<file path="config.mk">
export PLATFORM = sky130hd
export DESIGN_NAME = vending_machine
export DESIGN_NICKNAME = d
export VERILOG_FILES = /design/src/rtl/vending_machine.sv
export SDC_FILE = /design/constraint.sdc
export NUM_CORES = 1
export LEC_CHECK = 0
export ABC_AREA = 1
export CAP_MARGIN = 25
export CORE_AREA = 2 2 39 41
export CTS_CLUSTER_SIZE = 8
export DETAILED_ROUTE_END_ITERATION = 6
export DIE_AREA = 0 0 41 43
export PLACE_DENSITY = 0.83
export SETUP_SLACK_MARGIN = 0.1
export SLEW_MARGIN = 20
export SYNTH_ARGS = -nofsm -noshare
export SYNTH_HDL_FRONTEND = slang
export SYNTH_SLANG_ARGS = --single-unit
</file>
<file path="constraint.sdc">
create_clock -name clk -period 4.24 [get_ports clk]
set_input_delay 0.636 -clock clk [delete_from_list [all_inputs] [get_ports clk]]
set_output_delay 0.636 -clock clk [all_outputs]
set_load 0.005 [all_outputs]
</file>
<file path="src/rtl/vending_machine.sv">
// Coin-operated soda vendor: edge-detected coins accumulate credit in nickels and
// a completing coin yields a one-cycle dispense pulse with the change owed.
module vending_machine #(
    parameter int PRICE = 15
) (
    input  logic       clk,
    input  logic       reset,
    input  logic       nickel_in,
    input  logic       dime_in,
    input  logic       quarter_in,
    output logic       soda_out,
    output logic [3:0] change_out
);

    localparam logic [3:0] PRICE_N = 4'(PRICE / 5);

    // State value equals the credit held, in nickels; only states below PRICE are reachable.
    typedef enum logic [2:0] {S0, S5, S10, S15, S20, S25, S30} state_t;

    state_t     state;
    logic       nickel_p0;
    logic       dime_p0;
    logic       quarter_p0;
    logic       nickel_rise;
    logic       dime_rise;
    logic       quarter_rise;
    logic [3:0] coin_n;
    logic [3:0] total_n;

    function automatic logic [3:0] coin_value(input logic n, input logic d, input logic q);
        if (q)
            return 4'd5;
        else if (d)
            return 4'd2;
        else if (n)
            return 4'd1;
        else
            return 4'd0;
    endfunction

    assign nickel_rise  = nickel_in  & ~nickel_p0;
    assign dime_rise    = dime_in    & ~dime_p0;
    assign quarter_rise = quarter_in & ~quarter_p0;

    always_comb begin
        coin_n  = coin_value(nickel_rise, dime_rise, quarter_rise);
        total_n = {1'b0, state} + coin_n;
    end

    // p0 boundary: previous coin samples, credit state and registered vend outputs
    always_ff @(posedge clk or negedge reset) begin
        if (!reset) begin
            state      <= S0;
            nickel_p0  <= 1'b0;
            dime_p0    <= 1'b0;
            quarter_p0 <= 1'b0;
            soda_out   <= 1'b0;
            change_out <= 4'd0;
        end else begin
            nickel_p0  <= nickel_in;
            dime_p0    <= dime_in;
            quarter_p0 <= quarter_in;
            soda_out   <= 1'b0;
            change_out <= 4'd0;
            if (coin_n != 4'd0) begin
                if (total_n >= PRICE_N) begin
                    soda_out   <= 1'b1;
                    change_out <= total_n - PRICE_N;
                    state      <= S0;
                end else begin
                    state <= state_t'(total_n[2:0]);
                end
            end
        end
    end

endmodule

</file>
==> flow_summary.toml <==
[route]
drc_errors = 0
via_per_inst = 4.598
drt_iter0_markers = 5
ant_nets = 0
drt-pass1-iter-count = 4
wl_per_cell_um = 11.13
wl_um = 1080
num_vias = 446

[sta]
setup_tns_ns = 0
fin_crit_ns = 2.637
hold_viol = 0
rsz0062_at_grt = "false"
drv_slew = 0
period_share_pct = 62.20
max_freq_ghz = 0.3792
fin_skew_ns = 0.002206
timing.hold.ws_ns = 0.5040
setup_viol = 0
relSlewSlack_pct = 66.43
worst_pin_slew_ns = 0.5020

[clock_network]
clk_pin_slew_ns = 0.07
clock_path_buffers = 2
cts_tree = "yes"
clk_latency_ns = 0.27
ctsHoldBuffers = 0
cts.sinks = 11
cts-htree-levels = 1
cts_inserted_buffers = 3
cts-root-buf = "clkbuf_4"
post_cts_buffers = 0
ctsResizeCount = 0

[floorplanning]
design.core.area_um2 = 1384
rows = 14
die_w_um = 41
ioPinCount = 10
dieHeight_um = 43
dieArea_um2 = 1763
initial_utilization_pct = 45.75

[global_route]
grt_usage_pct = 15.70
grt_pass1_wl_um = 1828
antenna_found_initial = 0
grt.overflow.total = 0
grt_pass1_vias = 451
grt_start_max_net_pins = 12

[pwr]
leakage_nw = 0.4158
fin_total_pwr_w = 0.0003979
vdd_drop_max_mv = 0.2161
p_per_area_nw_per_um2 = 517.1

[logic_synthesis]
synth_area_leaders = "dfrtp_1 43%, inv_1 9.5%, nand2_1 8.3%, ha_1 7.9%, nor2_4 5.3%"
yosysTopAreaCell = "dfrtp_1"
ys_seq_elements = 11
syn-cell-area_um2 = 633.1
yosysWarnings = 0
synth_top_cell_area_share_pct = 43.48
synth_nets = 78
yosys_most_used_dff = "dfrtp_1"
syn_inst = 68
synthDistinctLibCells = 18
yosysMostFrequentCell = "inv_1"
seq_area_frac_synth_pct = 43.48
avgSynthCellArea_um2 = 9.310
synth_edf_count = 0
synth_common_cells = "16 x inv_1, 14 x nand2_1, 11 x dfrtp_1, 4 x ha_1"
ys_async_sr_fraction_pct = 100.0

[layout]
fill_cells = 135
multi_input_area_um2 = 290.3
final-seq-area_um2 = 275.3
final_nets = 92
diodes = 0
syn_to_final_growth_pct = 21.54
drive_above_1_share_pct = 20.99
post-route-util_pct = 55.61

[setup_path]
critPathCaptureType = "flop"
reg2reg_slack_ns = 2.05
startpoint_type = "primary input"
critical_path_class = "primary input to flop"
required_ns = 4.40
cp_max_fo = 5
cp.arrival_ns = 2.79

[placed_design]
hpwlAfterDp_um = 891.7
port_buffers = 9
gp_congestion = 0.8046

[status]
status = "completed"

[job]
maxCapViolations = 0

[min_path]
hold_path.class = "flop to flop"
==> kinds of logic after synthesis <==
group | count (synthesis) | synth area share (%)
AO/OA/AOI/OAI | 3 | 3.557
XOR/XNOR | 1 | 1.384
adder cells (fa/ha/maj) | 5 | 11.07
buffers and inverters | 18 | 10.67
flip-flops | 11 | 43.48
AND/OR/NAND/NOR | 30 | 29.84
==> worst max-delay path, stage by stage <==
cell and delay [ns]:
clkdlybuf4s50_1 0.41, nand2_1 0.16, inv_1 0.06, o21ai_0 0.15, ha_1 0.20, inv_1 0.06, fa_1 0.47, inv_1 0.06
ha_1 0.23, nor2_4 0.13, nand2_4 0.09, nand2_8 0.09, nor2_2 0.04
==> sequential cells by signal, indices dropped and copies added, names as in the netlist <==
signal      cells
quarter_p0      1
soda_out        1
change_out      4
state           3
nickel_p0       1
dime_p0         1
==> where the power goes <==
group | leakage (nW) | internal [W] | switching, W
Combinational | 0.259 | 0.0000853 | 0.0000972
Sequential | 0.142 | 0.000132 | 0.0000125
Clock | 0.0150 | 0.0000364 | 0.0000350
Total | 0.416 | 0.000253 | 0.000145
==> layout by cell type (no fill, tap or decap), types with 2 or more instances in the layout <==
master,instances
inv_1,16
nand2_1,14
dfrtp_1,11
clkdlybuf4s50_1,9
ha_1,4
nor2_4,3
nand3_1,3
nor2_2,3
clkbuf_4,3
nor2_1,2
nand2_2,2
o21ai_2,2
==> final timing paths <==
path,start,to,cells after the start
hold / removal,state[2]$_DFFE_PN0P_,state[2]$_DFFE_PN0P_,2
setup / recovery,dime_in,change_out[2]$_DFF_PN0_,13
max in group asynchronous,reset,state[0]$_DFFE_PN0P_,1
min in group asynchronous,reset,change_out[0]$_DFF_PN0_,1
hold reg to reg,state[2]$_DFFE_PN0P_,state[2]$_DFFE_PN0P_,2
setup reg to reg,dime_p0$_DFF_PN0_,change_out[2]$_DFF_PN0_,13
==> layout make-up <==
class	instances	share of cell area, %
Clock buffer	4	3.415
Inverter	18	8.780
Multi-Input combinational cell	39	37.72
Sequential cell	11	35.77
Tap cell	16	2.602
Timing Repair Buffer	9	11.71
==> through the flow <==
| step | cell area (µm²) | setup slack [ns] | std cells |
|---|---|---|---|
| after global routing | 769.5 | 1.492 | 97 |
| final | 769.5 | 1.603 | 97 |
| after CTS | 769.5 | 1.583 | 97 |
| after global placement | 743.2 | 1.363 | 93 |
| after floorplan | 633.1 | 1.905 | 68 |
| after detailed placement | 743.2 | 1.319 | 93 |
==> per-layer routing <==
layer  vias to the layer above  track usage (%)  share of wire [%]
li1                        227                -                  -
met1                       206            17.88                 46
met2                         9            24.06                 48
met3                         4            4.712                4.1
met4                         0            10.00                2.3
met5                         -                0                  0
(Power assumes the default switching activity.)
